`config.mk`:
```
export PLATFORM = sky130hd
export DESIGN_NAME = multicycle_control_fsm
export DESIGN_NICKNAME = d
export VERILOG_FILES = /design/src/rtl/ctrl_pkg.sv /design/src/rtl/control_output_decode.sv /design/src/rtl/multicycle_control_fsm.sv
export SDC_FILE = /design/constraint.sdc
export NUM_CORES = 1
export LEC_CHECK = 0
export CAP_MARGIN = 20
export CORE_MARGIN = 2
export CORE_UTILIZATION = 35
export DETAILED_ROUTE_END_ITERATION = 16
export PLACE_DENSITY = 0.82
export SLEW_MARGIN = 20
export SYNTH_ARGS = -nofsm -noshare
export SYNTH_HDL_FRONTEND = slang
export SYNTH_HIERARCHICAL = 1
export SYNTH_SLANG_ARGS = --single-unit
```
`constraint.sdc`:
```
create_clock -name clk -period 2.48 [get_ports clk]
set_clock_uncertainty 0.05 [all_clocks]
set_input_delay 0.62 -clock clk [delete_from_list [all_inputs] [get_ports clk]]
set_output_delay 0.62 -clock clk [all_outputs]
set_load 0.03 [all_outputs]
```
`src/rtl/ctrl_pkg.sv`:
```
// Shared encodings for the multicycle RV32I control path: FSM states, opcodes and datapath mux selects.
// Pure declarations; no logic, no latency.
package ctrl_pkg;

    typedef enum logic [3:0] {
        ST_FETCH     = 4'd0,
        ST_DECODE    = 4'd1,
        ST_MEM_ADDR  = 4'd2,
        ST_MEM_READ  = 4'd3,
        ST_MEM_WB    = 4'd4,
        ST_MEM_WRITE = 4'd5,
        ST_EXEC_R    = 4'd6,
        ST_EXEC_I    = 4'd7,
        ST_ALU_WB    = 4'd8,
        ST_BRANCH    = 4'd9,
        ST_JAL       = 4'd10,
        ST_JALR      = 4'd11,
        ST_LUI       = 4'd12,
        ST_AUIPC     = 4'd13
    } state_e;

    localparam logic [6:0] OPC_LOAD   = 7'b0000011;
    localparam logic [6:0] OPC_STORE  = 7'b0100011;
    localparam logic [6:0] OPC_OP     = 7'b0110011;
    localparam logic [6:0] OPC_OP_IMM = 7'b0010011;
    localparam logic [6:0] OPC_BRANCH = 7'b1100011;
    localparam logic [6:0] OPC_JAL    = 7'b1101111;
    localparam logic [6:0] OPC_JALR   = 7'b1100111;
    localparam logic [6:0] OPC_LUI    = 7'b0110111;
    localparam logic [6:0] OPC_AUIPC  = 7'b0010111;

    // Second-operand select, also decoded by the ALU operand mux; 2'b11 is never produced.
    localparam logic [1:0] ALU_SRC_B_REG  = 2'b00;
    localparam logic [1:0] ALU_SRC_B_IMM  = 2'b01;
    localparam logic [1:0] ALU_SRC_B_FOUR = 2'b10;

    localparam logic [1:0] ALU_SRC_A_PC     = 2'b00;
    localparam logic [1:0] ALU_SRC_A_RS1    = 2'b01;
    localparam logic [1:0] ALU_SRC_A_OLD_PC = 2'b10;
    localparam logic [1:0] ALU_SRC_A_ZERO   = 2'b11;

    localparam logic [1:0] MEM_TO_REG_ALU = 2'b00;
    localparam logic [1:0] MEM_TO_REG_MDR = 2'b01;
    localparam logic [1:0] MEM_TO_REG_PC  = 2'b10;

    localparam logic [1:0] PC_SOURCE_ALU    = 2'b00;
    localparam logic [1:0] PC_SOURCE_ALUOUT = 2'b01;

    localparam logic [1:0] ALU_OP_ADD    = 2'b00;
    localparam logic [1:0] ALU_OP_BRANCH = 2'b01;
    localparam logic [1:0] ALU_OP_FUNCT  = 2'b10;

    typedef struct packed {
        logic       mem_read;
        logic       mem_write;
        logic       i_or_d;
        logic       ir_write;
        logic       pc_write;
        logic [1:0] pc_source;
        logic       reg_write;
        logic [1:0] mem_to_reg;
        logic [1:0] alu_src_a;
        logic [1:0] alu_src_b;
        logic [1:0] alu_op;
        logic       illegal_instr;
        logic       instr_done;
    } ctrl_out_t;

    function automatic logic opcode_legal(input logic [6:0] opc);
        case (opc)
            OPC_LOAD, OPC_STORE, OPC_OP, OPC_OP_IMM, OPC_BRANCH,
            OPC_JAL, OPC_JALR, OPC_LUI, OPC_AUIPC: opcode_legal = 1'b1;
            default:                               opcode_legal = 1'b0;
        endcase
    endfunction

endpackage

```
`src/rtl/control_output_decode.sv`:
```
// Combinational map of FSM state (plus mem_ready/branch_cond/opcode) to every datapath select and enable.
// Zero latency; memory-handshake enables follow mem_ready in the same cycle.
module control_output_decode
    import ctrl_pkg::*;
(
    input  state_e     state,
    input  logic [6:0] opcode,
    input  logic       mem_ready,
    input  logic       branch_cond,
    output ctrl_out_t  ctrl
);

    always_comb begin
        ctrl = '0;
        case (state)
            ST_FETCH: begin
                ctrl.mem_read  = 1'b1;
                ctrl.alu_src_a = ALU_SRC_A_PC;
                ctrl.alu_src_b = ALU_SRC_B_FOUR;
                ctrl.alu_op    = ALU_OP_ADD;
                ctrl.pc_source = PC_SOURCE_ALU;
                ctrl.ir_write  = mem_ready;
                ctrl.pc_write  = mem_ready;
            end
            ST_DECODE: begin
                // ALUOut captures old_pc + imm so BRANCH/JAL can use it as the target.
                ctrl.alu_src_a     = ALU_SRC_A_OLD_PC;
                ctrl.alu_src_b     = ALU_SRC_B_IMM;
                ctrl.alu_op        = ALU_OP_ADD;
                ctrl.illegal_instr = ~opcode_legal(opcode);
            end
            ST_MEM_ADDR: begin
                ctrl.alu_src_a = ALU_SRC_A_RS1;
                ctrl.alu_src_b = ALU_SRC_B_IMM;
                ctrl.alu_op    = ALU_OP_ADD;
            end
            ST_MEM_READ: begin
                ctrl.mem_read = 1'b1;
                ctrl.i_or_d   = 1'b1;
            end
            ST_MEM_WB: begin
                ctrl.reg_write  = 1'b1;
                ctrl.mem_to_reg = MEM_TO_REG_MDR;
                ctrl.instr_done = 1'b1;
            end
            ST_MEM_WRITE: begin
                ctrl.mem_write  = 1'b1;
                ctrl.i_or_d     = 1'b1;
                ctrl.instr_done = mem_ready;
            end
            ST_EXEC_R: begin
                ctrl.alu_src_a = ALU_SRC_A_RS1;
                ctrl.alu_src_b = ALU_SRC_B_REG;
                ctrl.alu_op    = ALU_OP_FUNCT;
            end
            ST_EXEC_I: begin
                ctrl.alu_src_a = ALU_SRC_A_RS1;
                ctrl.alu_src_b = ALU_SRC_B_IMM;
                ctrl.alu_op    = ALU_OP_FUNCT;
            end
            ST_LUI: begin
                ctrl.alu_src_a = ALU_SRC_A_ZERO;
                ctrl.alu_src_b = ALU_SRC_B_IMM;
                ctrl.alu_op    = ALU_OP_ADD;
            end
            ST_AUIPC: begin
                ctrl.alu_src_a = ALU_SRC_A_OLD_PC;
                ctrl.alu_src_b = ALU_SRC_B_IMM;
                ctrl.alu_op    = ALU_OP_ADD;
            end
            ST_ALU_WB: begin
                ctrl.reg_write  = 1'b1;
                ctrl.mem_to_reg = MEM_TO_REG_ALU;
                ctrl.instr_done = 1'b1;
            end
            ST_BRANCH: begin
                ctrl.alu_src_a  = ALU_SRC_A_RS1;
                ctrl.alu_src_b  = ALU_SRC_B_REG;
                ctrl.alu_op     = ALU_OP_BRANCH;
                ctrl.pc_source  = PC_SOURCE_ALUOUT;
                ctrl.pc_write   = branch_cond;
                ctrl.instr_done = 1'b1;
            end
            ST_JAL: begin
                ctrl.pc_source  = PC_SOURCE_ALUOUT;
                ctrl.pc_write   = 1'b1;
                ctrl.reg_write  = 1'b1;
                ctrl.mem_to_reg = MEM_TO_REG_PC;
                ctrl.instr_done = 1'b1;
            end
            ST_JALR: begin
                ctrl.alu_src_a  = ALU_SRC_A_RS1;
                ctrl.alu_src_b  = ALU_SRC_B_IMM;
                ctrl.alu_op     = ALU_OP_ADD;
                ctrl.pc_source  = PC_SOURCE_ALU;
                ctrl.pc_write   = 1'b1;
                ctrl.reg_write  = 1'b1;
                ctrl.mem_to_reg = MEM_TO_REG_PC;
                ctrl.instr_done = 1'b1;
            end
            default: ctrl = '0;
        endcase
    end

endmodule

```
`src/rtl/multicycle_control_fsm.sv`:
```
// Main multicycle RV32I control FSM: state register and next-state logic; outputs decoded from state.
// One state per cycle; FETCH, MEM_READ and MEM_WRITE hold until mem_ready, all outputs forced low during reset.
module multicycle_control_fsm
    import ctrl_pkg::*;
#(
    parameter int STATE_W = 4
) (
    input  logic               clk,
    input  logic               rst_n,
    input  logic [6:0]         opcode,
    input  logic               branch_cond,
    input  logic               mem_ready,
    output logic               mem_read,
    output logic               mem_write,
    output logic               i_or_d,
    output logic               ir_write,
    output logic               pc_write,
    output logic [1:0]         pc_source,
    output logic               reg_write,
    output logic [1:0]         mem_to_reg,
    output logic [1:0]         alu_src_a,
    output logic [1:0]         alu_src_b,
    output logic [1:0]         alu_op,
    output logic               illegal_instr,
    output logic               instr_done,
    output logic [STATE_W-1:0] state
);

    state_e    r_state;
    state_e    w_next;
    ctrl_out_t w_dec;
    ctrl_out_t w_out;

    always_comb begin
        w_next = ST_FETCH;
        case (r_state)
            ST_FETCH:     w_next = mem_ready ? ST_DECODE : ST_FETCH;
            ST_DECODE: begin
                case (opcode)
                    OPC_LOAD, OPC_STORE: w_next = ST_MEM_ADDR;
                    OPC_OP:              w_next = ST_EXEC_R;
                    OPC_OP_IMM:          w_next = ST_EXEC_I;
                    OPC_BRANCH:          w_next = ST_BRANCH;
                    OPC_JAL:             w_next = ST_JAL;
                    OPC_JALR:            w_next = ST_JALR;
                    OPC_LUI:             w_next = ST_LUI;
                    OPC_AUIPC:           w_next = ST_AUIPC;
                    default:             w_next = ST_FETCH;
                endcase
            end
            // opcode[5] separates store (0100011) from load (0000011).
            ST_MEM_ADDR:  w_next = opcode[5] ? ST_MEM_WRITE : ST_MEM_READ;
            ST_MEM_READ:  w_next = mem_ready ? ST_MEM_WB : ST_MEM_READ;
            ST_MEM_WRITE: w_next = mem_ready ? ST_FETCH : ST_MEM_WRITE;
            ST_EXEC_R, ST_EXEC_I, ST_LUI, ST_AUIPC: w_next = ST_ALU_WB;
            default:      w_next = ST_FETCH;
        endcase
    end

    always_ff @(posedge clk or negedge rst_n) begin
        if (!rst_n) r_state <= ST_FETCH;
        else        r_state <= w_next;
    end

    control_output_decode u_decode (
        .state       (r_state),
        .opcode      (opcode),
        .mem_ready   (mem_ready),
        .branch_cond (branch_cond),
        .ctrl        (w_dec)
    );

    // Gating with rst_n kills an in-flight memory request the instant reset asserts.
    assign w_out = rst_n ? w_dec : '0;

    assign mem_read      = w_out.mem_read;
    assign mem_write     = w_out.mem_write;
    assign i_or_d        = w_out.i_or_d;
    assign ir_write      = w_out.ir_write;
    assign pc_write      = w_out.pc_write;
    assign pc_source     = w_out.pc_source;
    assign reg_write     = w_out.reg_write;
    assign mem_to_reg    = w_out.mem_to_reg;
    assign alu_src_a     = w_out.alu_src_a;
    assign alu_src_b     = w_out.alu_src_b;
    assign alu_op        = w_out.alu_op;
    assign illegal_instr = w_out.illegal_instr;
    assign instr_done    = w_out.instr_done;
    assign state         = STATE_W'(r_state);

endmodule

```
## Yosys cells after proc, flatten, opt, wreduce, memory -nomap -nowiden

Index checks and enable logic that the tools add are counted.

- Input bits: 11
- Output and inout bits: 22
- Register bits after elaboration: 4
- Logic and storage cells: 52

- Bitwise logic cells: 1
- Muxes and demuxes: 18
- Reduce and logical (&&, ||, !) cells: 10
- Eq/ne operators: 22

Operators with widths:

| kind | count |
|---|---|
| one-hot mux 6 bit (7 select lines) | 1 |
| one-hot mux 4 bit (8 select lines) | 1 |
| == test 4 bit (second input constant) | 6 |
| one-hot mux 4 bit (6 select lines) | 1 |
| == test 7 x 6 -> 1 bit (second input constant) | 3 |
| == test 7 bit (second input constant) | 3 |
| 2-to-1 mux 18 bit | 1 |
| == test 4 x 3 -> 1 bit (second input constant) | 4 |
| == test 7 x 5 -> 1 bit (second input constant) | 2 |
| one-hot mux 3 bit (4 select lines) | 1 |
| OR reduction 2 bit | 6 |
| 2-to-1 mux 3 bit | 3 |
| one-hot mux 3 bit (3 select lines) | 1 |
| OR reduction 9 bit | 1 |
| == test 4 x 2 -> 1 bit (second input constant) | 2 |
| 2-to-1 mux 1 bit | 8 |
| == test 7 x 2 -> 1 bit (second input constant) | 1 |
| OR reduction 5 bit | 1 |
| == test 4 x 1 -> 1 bit (second input constant) | 1 |
| logical NOT 4 bit | 1 |
| OR reduction 4 bit | 1 |
| one-hot mux 1 bit (2 select lines) | 1 |
| inverter 1 bit | 1 |

## Depth between registers and ports, before layout

Gate-level depths: netlist of run 1.

- Depth in word-level cells: 7
- Gate-level depth with buffers: 5

## By module

The synthesis of run 1 kept the hierarchy.

By module, submodules not included:

| module | cells each | times used | area each (µm²) | sequential area each (µm²) |
|---|---|---|---|---|
| multicycle_control_fsm | 49 | 1 | 414.1 | 100.1 |
| control_output_decode | 48 | 1 | 289.0 | 0.0 |

## Worst setup path after synthesis of run 1

Ideal clock, no wire load.

- Path type: register -> output
- Start: reg r_state[2] (netlist: state[2])
- End: out alu_src_b[0]
- Required time: 1810 ps
- Cell stages (with the launch flop): 6
- Arrival: 1648 ps
- Path slack: 162 ps
- Cell sequence: dfrtp_1 buf_6 or3b_1 a21oi_2 o21bai_2 and2_1

RTL lines:

| item | line | source |
|---|---|---|
| start, declared | multicycle_control_fsm.sv:29 | `state_e r_state;` |
| start signal, assigned | multicycle_control_fsm.sv:62 | `else r_state <= w_next;` |
| end, declared | multicycle_control_fsm.sv:22 | `output logic [1:0] alu_src_b,` |

==> impl_results.rst, run 1 <==
.. list-table::
   :header-rows: 1

   * - Metric
     - Value
   * - Status
     - finished clean
   * - Cell depth of the worst flop-to-flop path
     - 4
   * - Core area
     - 0.00192 mm^2
   * - Total CTS buffers
     - 3
   * - Capturing instance or port of the critical path
     - illegal_instr
   * - Data arrival at the endpoint of the critical path
     - 1.80 ns
   * - Worst IR drop on VDD
     - 211 uV
   * - Crit path capture type
     - primary output
   * - Initial core utilization
     - about 37%
   * - Clock Sink Count
     - 4
   * - Data required time at the worst endpoint
     - 1.81 ns
   * - Share of Yosys cell area claimed by the top area cell type
     - 17.8%
   * - Final HPWL from detailed placement
     - 1.44 mm
   * - Number of distinct library cells after synthesis
     - 43
   * - Post-route core utilization
     - 57.0%
   * - Path type of the worst setup path
     - in2out
   * - Number of H-tree levels
     - 1
   * - DR DRC count
     - 0
   * - Wire length of the first global-routing pass
     - approximately 3.0 mm
   * - Initial antenna violation count
     - 0
   * - Kind of path behind the tightest hold check
     - reg2reg
   * - CTS tree
     - built
   * - Synth top cells by count
     - and2_1 (20), nor2_1 (9), nand2_1 (6)
   * - Number of nets in the final layout
     - 150
   * - Power Density
     - 345 mW/mm^2
   * - Most used standard cell by instance count after synthesis
     - and2_1
   * - Routed vias
     - around 820
   * - Launching element type of the critical path
     - input pin
   * - Clk buf depth
     - 2
   * - Final hold viol count
     - 0
   * - Io pins
     - 33
   * - FF+latch count, synth
     - 4
   * - Via count of the first global-routing pass
     - 740
   * - Total congestion overflow after global routing
     - 0
   * - Time the worst path needs with I/O delays and setup
     - 2.47 ns
   * - Via-to-Cell Ratio
     - 5.02
   * - Average instance area after synthesis
     - 7.25 um^2
   * - DR pass1 iterations
     - 6
   * - Netlist Area Pre-Place
     - 703 um^2
   * - Most common flop cell mapped by yosys
     - dfrtp_1
   * - Setup total negative slack
     - 0 ns
   * - Number of violations reported at the end of detailed-routing iteration 0
     - 25
   * - Final setup violation count
     - 0
   * - P&R area growth vs syn
     - 55.9%
   * - Vertical die dimension
     - between 40 and 50 um
   * - Reg-to-reg setup timing slack
     - 1.11 ns
   * - Synthesis Warnings
     - 6
   * - Number of nets produced by synthesis
     - 108
   * - Total of buffers placed on input and output ports
     - 31
   * - Count of final max-slew check failures
     - 0
   * - Summed area of non-filler cells in the final layout
     - 0.00110 mm^2
   * - Achievable clock frequency
     - 406 MHz
   * - Async set-reset flop share out of synthesis
     - 100%
   * - Share of final-layout standard cells stronger than drive strength 1
     - 31.4%
   * - Final setup margin
     - 0.0147 ns
   * - Max FFs per register
     - 4
   * - Width of the chip
     - ~49 um
   * - P_leak
     - ~0.49 nW
   * - Global routing usage summed across all routing layers
     - about 16%
   * - Post-Syn Instances
     - 97
   * - Average wire per standard cell
     - 11.4 um
   * - Register clock-pin slew on the reported worst setup and hold paths
     - 0.04 ns
   * - Worst Setup Slack post-DPL
     - -0.0506 ns
   * - Overall die area
     - between 0.002 and 0.0025 mm^2
   * - Leading cell types by total area after synthesis
     - and2_1 (18%), dfrtp_1 (14%), nor2_1 (4.8%), o32ai_1 (3.7%), nand2_1 (3.2%)
   * - Antenna diode instance count
     - 0
   * - Clock latency of the later-clocked register in the worst-skew pair
     - 0.24 ns
   * - Post-synth EDFFs
     - 0
   * - Top cell type by total area after synthesis
     - and2_1
   * - Pin count of the biggest net entering global routing
     - 20
   * - First element of the critical path
     - opcode[6]
   * - Buffer count from post-CTS setup fixing
     - 0
   * - Count of antenna-violating nets left after detailed routing
     - 0
   * - Rows
     - 16
   * - Wirelength, routed
     - ~1.9 mm
   * - FF-to-FF End
     - state[2]$_DFF_PN0_
   * - Library cell used as clock root buffer
     - clkbuf_4
   * - R2r startpoint
     - state[2]$_DFF_PN0_
   * - Max-Cap Viols
     - 0
   * - Area of placed instances
     - 0.00105 mm^2
   * - CP Max Fanout
     - 3
   * - Share of the yosys chip area belonging to registers
     - 14.2%
   * - Setup repair after global routing missed its margin
     - true
   * - Final clock period utilization by the worst path
     - 99.4%
   * - Placer's final routability congestion estimate
     - 0.867
## what timing repair did
action                                  in CTS  in global routing
pin swaps                                    3                  2
gates resized for setup                      4                  4
endpoints found under the setup margin       2                  5
hold endpoints to repair                     0                  0
hold buffers                                 0                  0
## routing by layer
layer	global-route usage, %	wire length [um]	vias up
li1	-	-	415
met1	16.3	865	380
met2	31.3	929	29
met3	1.84	74	0
met4	5.71	0	0
met5	0	0	-
## layout make-up
type                            instances  area, um^2
Multi-Input combinational cell         83         569
Tap cell                               27        33.8
Sequential cell                         4         101
Timing Repair Buffer                   42         350
Fill cell                             194         826
Inverter                                5        18.8
Clock buffer                            3        22.5
## logic make-up (layout without fill, tap and decap cells)
| logic type | after synthesis | after routing | synth area share, % |
|---|---|---|---|
| AND/OR/NAND/NOR | 57 | 57 | 50.9 |
| other | 1 | 1 | 0.533 |
| flip-flops | 4 | 4 | 14.2 |
| AO/OA/AOI/OAI | 20 | 20 | 20.5 |
| XOR/XNOR | 3 | 3 | 3.74 |
| buffers and inverters | 10 | 50 | 7.29 |
| multiplexers | 2 | 2 | 2.85 |
## cell usage in the layout (no fill, tap or decap), types with 2 or more instances in the layout
master,Yosys,routed
o32ai_1,3,2
xnor2_1,2,2
and2_1,20,19
and3_1,2,2
nand3_1,3,3
dfrtp_1,4,3
o21a_1,2,2
dlygate4sd2_1,0,3
mux2i_1,2,2
nor2_1,9,9
a21oi_1,3,3
nand2b_1,3,3
inv_1,4,4
o22ai_1,3,3
buf_4,1,27
nand2_1,6,6
clkdlybuf4s50_1,0,11
clkbuf_4,0,3
nor2b_1,2,2
## where the power goes
part / internal [mW] / switching (mW)
Sequential: 0.0697 / 0.00575
Combinational: 0.106 / 0.116
Clock: 0.0541 / 0.0269
Total: 0.230 / 0.148
## how the worst min path moves through the flow
stage,startpoint,to,slack (ns),cells past startpoint
2_1_floorplan,rst_n,state[0]$_DFF_PN0_,0.27,0
3_3_place_gp,state[3]$_DFF_PN0_,state[0]$_DFF_PN0_,0.67,2
3_5_place_dp,state[3]$_DFF_PN0_,state[0]$_DFF_PN0_,0.69,2
4_1_cts,state[3]$_DFF_PN0_,state[0]$_DFF_PN0_,0.70,2
5_1_grt,state[1]$_DFF_PN0_,state[1]$_DFF_PN0_,0.75,2
6_report,state[3]$_DFF_PN0_,state[0]$_DFF_PN0_,0.70,2
## through the flow
| step | power (mW) | instances | hold slack, ns |
|---|---|---|---|
| global route | 0.403 | 164 | 0.751 |
| CTS | 0.375 | 164 | 0.698 |
| finish | 0.378 | 164 | 0.700 |
| detailed placement | 0.292 | 161 | 0.685 |
| floorplan | 0.210 | 97 | 0.274 |
| global placement | 0.289 | 161 | 0.671 |
## critical path: stages
cell and delay [ns]:
clkdlybuf4s50_1 0.51, nand2_1 0.08, o32ai_2 0.14, a41oi_2 0.14, and2_4 0.17, buf_6 0.13
(Power assumes the default switching activity.)
==> run 2, diff against run 1 <==
--- a/config.mk
+++ b/config.mk
@@ -7,11 +7,10 @@
 export LEC_CHECK = 0
 export CAP_MARGIN = 20
 export CORE_MARGIN = 2
-export CORE_UTILIZATION = 35
+export CORE_UTILIZATION = 39
 export DETAILED_ROUTE_END_ITERATION = 16
-export PLACE_DENSITY = 0.82
+export PLACE_DENSITY = 0.91
 export SLEW_MARGIN = 20
 export SYNTH_ARGS = -nofsm -noshare
 export SYNTH_HDL_FRONTEND = slang
-export SYNTH_HIERARCHICAL = 1
 export SYNTH_SLANG_ARGS = --single-unit
==> run 2 against run 1 <==
Net effect: cell count down 6.1%; flip-flop and latch count stayed put; design area decreased by 0.69%; combinational power decreased by 22%; setup slack improved by 0.062 ns; clock power grew 5.9%; maximum frequency is 2.6% higher; critical path depth shrank 1; sequential share of layout area rose by 0.29 points; via count up 8.6%; non-clock buffer count up 5; critical path type unchanged; critical endpoint unchanged.
==> impl_results.rst, run 2 <==
.. list-table::
   :header-rows: 1

   * - Metric
     - Value
   * - Status
     - finished clean
   * - Clk buf depth
     - 2
   * - Crit. path cell count
     - 5
   * - Overall die area
     - 0.00197 mm^2
   * - Kind of path behind the tightest hold check
     - in2async
   * - Register clock-pin slew on the reported worst setup and hold paths
     - 0.04 ns
   * - Cells along the critical path
     - dlygate4sd2_1 -> nor2b_1 -> and3_4 -> nor4_2 -> buf_4
   * - Final HPWL from detailed placement
     - 1.54 mm
   * - Cell class contributing the biggest share of worst-path delay
     - simple AND/OR/NAND/NOR gates
   * - Via-to-Cell Ratio
     - 5.81
   * - Rows
     - 14
   * - Number of distinct library cells after synthesis
     - 39
   * - Average wire per standard cell
     - 15.2 um
   * - Achievable clock frequency
     - 416 MHz
   * - FF-to-FF End
     - state[1]$_DFF_PN0_
   * - Max-Cap Viols
     - 0
   * - Count of final max-slew check failures
     - 0
   * - First element of the critical path
     - opcode[6]
   * - Number of nets in the final layout
     - roughly 150
   * - P&R area growth vs syn
     - 71.3%
   * - Share of final-layout standard cells stronger than drive strength 1
     - 35.5%
   * - Final hold viol count
     - 0
   * - Leading cell types by total area after synthesis
     - dfrtp_1 (16%), nor2b_1 (7.9%), nor2_1 (7.1%), nand2_1 (6.5%), o21ai_0 (6.3%)
   * - Most used standard cell by instance count after synthesis
     - nor2_1
   * - CTS tree
     - built
   * - Initial core utilization
     - approximately two fifths
   * - Post-synth EDFFs
     - 0
   * - Area of placed instances
     - 975 um^2
   * - Async set-reset flop share out of synthesis
     - between 90% and 100%
   * - Initial antenna violation count
     - 0
   * - CP Max Fanout
     - 5
   * - Launching element type of the critical path
     - input pin
   * - Synthesis Warnings
     - 0
   * - Library cell used as clock root buffer
     - clkbuf_4
   * - Data arrival at the endpoint of the critical path
     - 1.73 ns
   * - Average instance area after synthesis
     - about 6.7 um^2
   * - Summed area of non-filler cells in the final layout
     - 0.00109 mm^2
   * - Total of buffers placed on input and output ports
     - 31
   * - Via count of the first global-routing pass
     - 836
   * - R2r startpoint
     - state[1]$_DFF_PN0_
   * - Final clock period utilization by the worst path
     - 96.9%
   * - P_leak
     - 0.565 nW
   * - Number of nets produced by synthesis
     - 106
   * - Clock latency of the later-clocked register in the worst-skew pair
     - approximately 0.24 ns
   * - Most frequent cells in the layout
     - buf_4 (31), nor2_1 (11), nand2_1 (11), nor2b_1 (8), o21ai_0 (8)
   * - Clock Sink Count
     - 4
   * - Most common library cell in the layout ignoring fill and taps
     - buf_4
   * - Power Density
     - 316 mW/mm^2
   * - Routed vias
     - between 800 and 900
   * - Io pins
     - 33
   * - Wire length of the first global-routing pass
     - between 3 and 4 mm
   * - Final setup violation count
     - 0
   * - # fillers
     - 119
   * - Total congestion overflow after global routing
     - 0
   * - Vertical die dimension
     - 44.4 um
   * - Number of H-tree levels
     - 1
   * - Netlist Area Pre-Place
     - 636 um^2
   * - DR DRC count
     - 0
   * - Count of antenna-violating nets left after detailed routing
     - 0
   * - Synth top cells by count
     - nor2_1 (12), nand2_1 (11), nor2b_1 (8), o21ai_0 (8)
   * - Crit path capture type
     - primary output
   * - Setup total negative slack
     - 0 ns
   * - Cell depth of the worst flop-to-flop path
     - 5
   * - DR pass1 iterations
     - 4
   * - Data required time at the worst endpoint
     - 1.81 ns
   * - Share of Yosys cell area claimed by the top area cell type
     - ~16%
   * - Number of violations reported at the end of detailed-routing iteration 0
     - 27
   * - Critical path's slowest cell
     - dlygate4sd2_1
   * - Path type of the worst setup path
     - in2out
   * - Critical path buffer and inverter count
     - 2
   * - Width of the chip
     - 44.4 um
   * - FF+latch count, synth
     - 4
   * - Worst IR drop on VDD
     - 252 uV
   * - Time the worst path needs with I/O delays and setup
     - 2.40 ns
   * - Max stage delay on crit path
     - between 0.3 and 0.4 ns
   * - Post-Syn Instances
     - 95
   * - Total CTS buffers
     - 3
   * - Most common flop cell mapped by yosys
     - dfrtp_1
   * - Core area
     - 0.00152 mm^2
   * - Max FFs per register
     - 4
   * - Reg-to-reg setup timing slack
     - 0.94 ns
   * - Global routing usage summed across all routing layers
     - between 20% and 30%
   * - Pin count of the biggest net entering global routing
     - 18
   * - Top cell type by total area after synthesis
     - dfrtp_1
   * - Wirelength, routed
     - 2.35 mm
   * - Placer's final routability congestion estimate
     - 0.799
   * - Antenna diode instance count
     - 0
   * - Share of the yosys chip area belonging to registers
     - around 16%
## run 2: changes by cell type after synthesis, sizes merged, moves of 3 or more
cell and delta:
o22ai -3, nor2 +3, o32ai -3, nor2b +5, o21ai +6, and2 -17
nand2 +5, inv -3
## run 2: timing repair
action	CTS	global route
endpoints found under the setup margin	3	2
setup buffers	1	5
hold buffers	0	0
resized for setup	9	10
pin swaps	2	2
## run 2: layout make-up
class / count / area (um^2) / area share (%)
Clock buffer: 3 / 22.5 / 2.07
Tap cell: 16 / 20.0 / 1.84
Inverter: 2 / 7.51 / 0.690
Sequential cell: 4 / 104 / 9.54
Multi-Input combinational cell: 82 / 519 / 47.7
Timing Repair Buffer: 47 / 415 / 38.2
## run 2: per-layer routing
metal	part of all wire, %	GRT usage (%)	routed length, um
met1	34	20.6	804
met2	55	43.8	1300
met3	6.2	6.53	146
met4	4.1	15.2	95
met5	0	0	0
## run 2: how the worst max path moves through the flow
stage                     slack, ns       endpoint
after floorplan                0.13   alu_src_a[1]
after global placement        -0.13  illegal_instr
after detailed placement      -0.19  illegal_instr
after CTS                     -0.02  illegal_instr
after global routing          -0.02  illegal_instr
final                          0.08  illegal_instr
## run 2: cell families (layout without fill, tap and decap cells)
family,count (synthesis),in the layout,synth area share [%]
AOI/OAI and AO/OA,21,21,22.2
buffers and inverters,9,52,8.86
DFF,4,4,15.7
xor gates and xnor gates,1,1,1.38
muxes,1,1,1.77
and+or+nand+nor,58,58,49.4
other,1,1,0.590
## run 2: worst reg2reg max path: stages (launching register included)
cell	delay [ns]
dfrtp_1	0.48
buf_4	0.22
nor2b_1	0.20
and2_1	0.23
o21ai_0	0.11
o41ai_1	0.10
## run 2: through the flow
step	hold slack, ns	setup slack, ns	instances	utilization, %	power (mW)
after floorplan	0.274	0.127	95	-	0.178
after global placement	0.694	-0.128	145	64.0	0.238
after detailed placement	0.680	-0.192	145	64.0	0.244
after CTS	0.661	-0.0221	149	67.7	0.333
after global routing	0.379	-0.0210	154	71.4	0.363
final	0.373	0.0770	154	71.4	0.344
## run 2: power by group
part	switching [mW]	internal, mW
Clock	0.0315	0.0545
Combinational	0.0966	0.0778
Sequential	0.0140	0.0694
==> run 3, diff against run 2 <==
--- a/config.mk
+++ b/config.mk
@@ -5,7 +5,6 @@
 export SDC_FILE = /design/constraint.sdc
 export NUM_CORES = 1
 export LEC_CHECK = 0
-export CAP_MARGIN = 20
 export CORE_MARGIN = 2
 export CORE_UTILIZATION = 39
 export DETAILED_ROUTE_END_ITERATION = 16
==> results of run 3 <==
No change in the layout: final DEF, timing and power equal those of run 2.
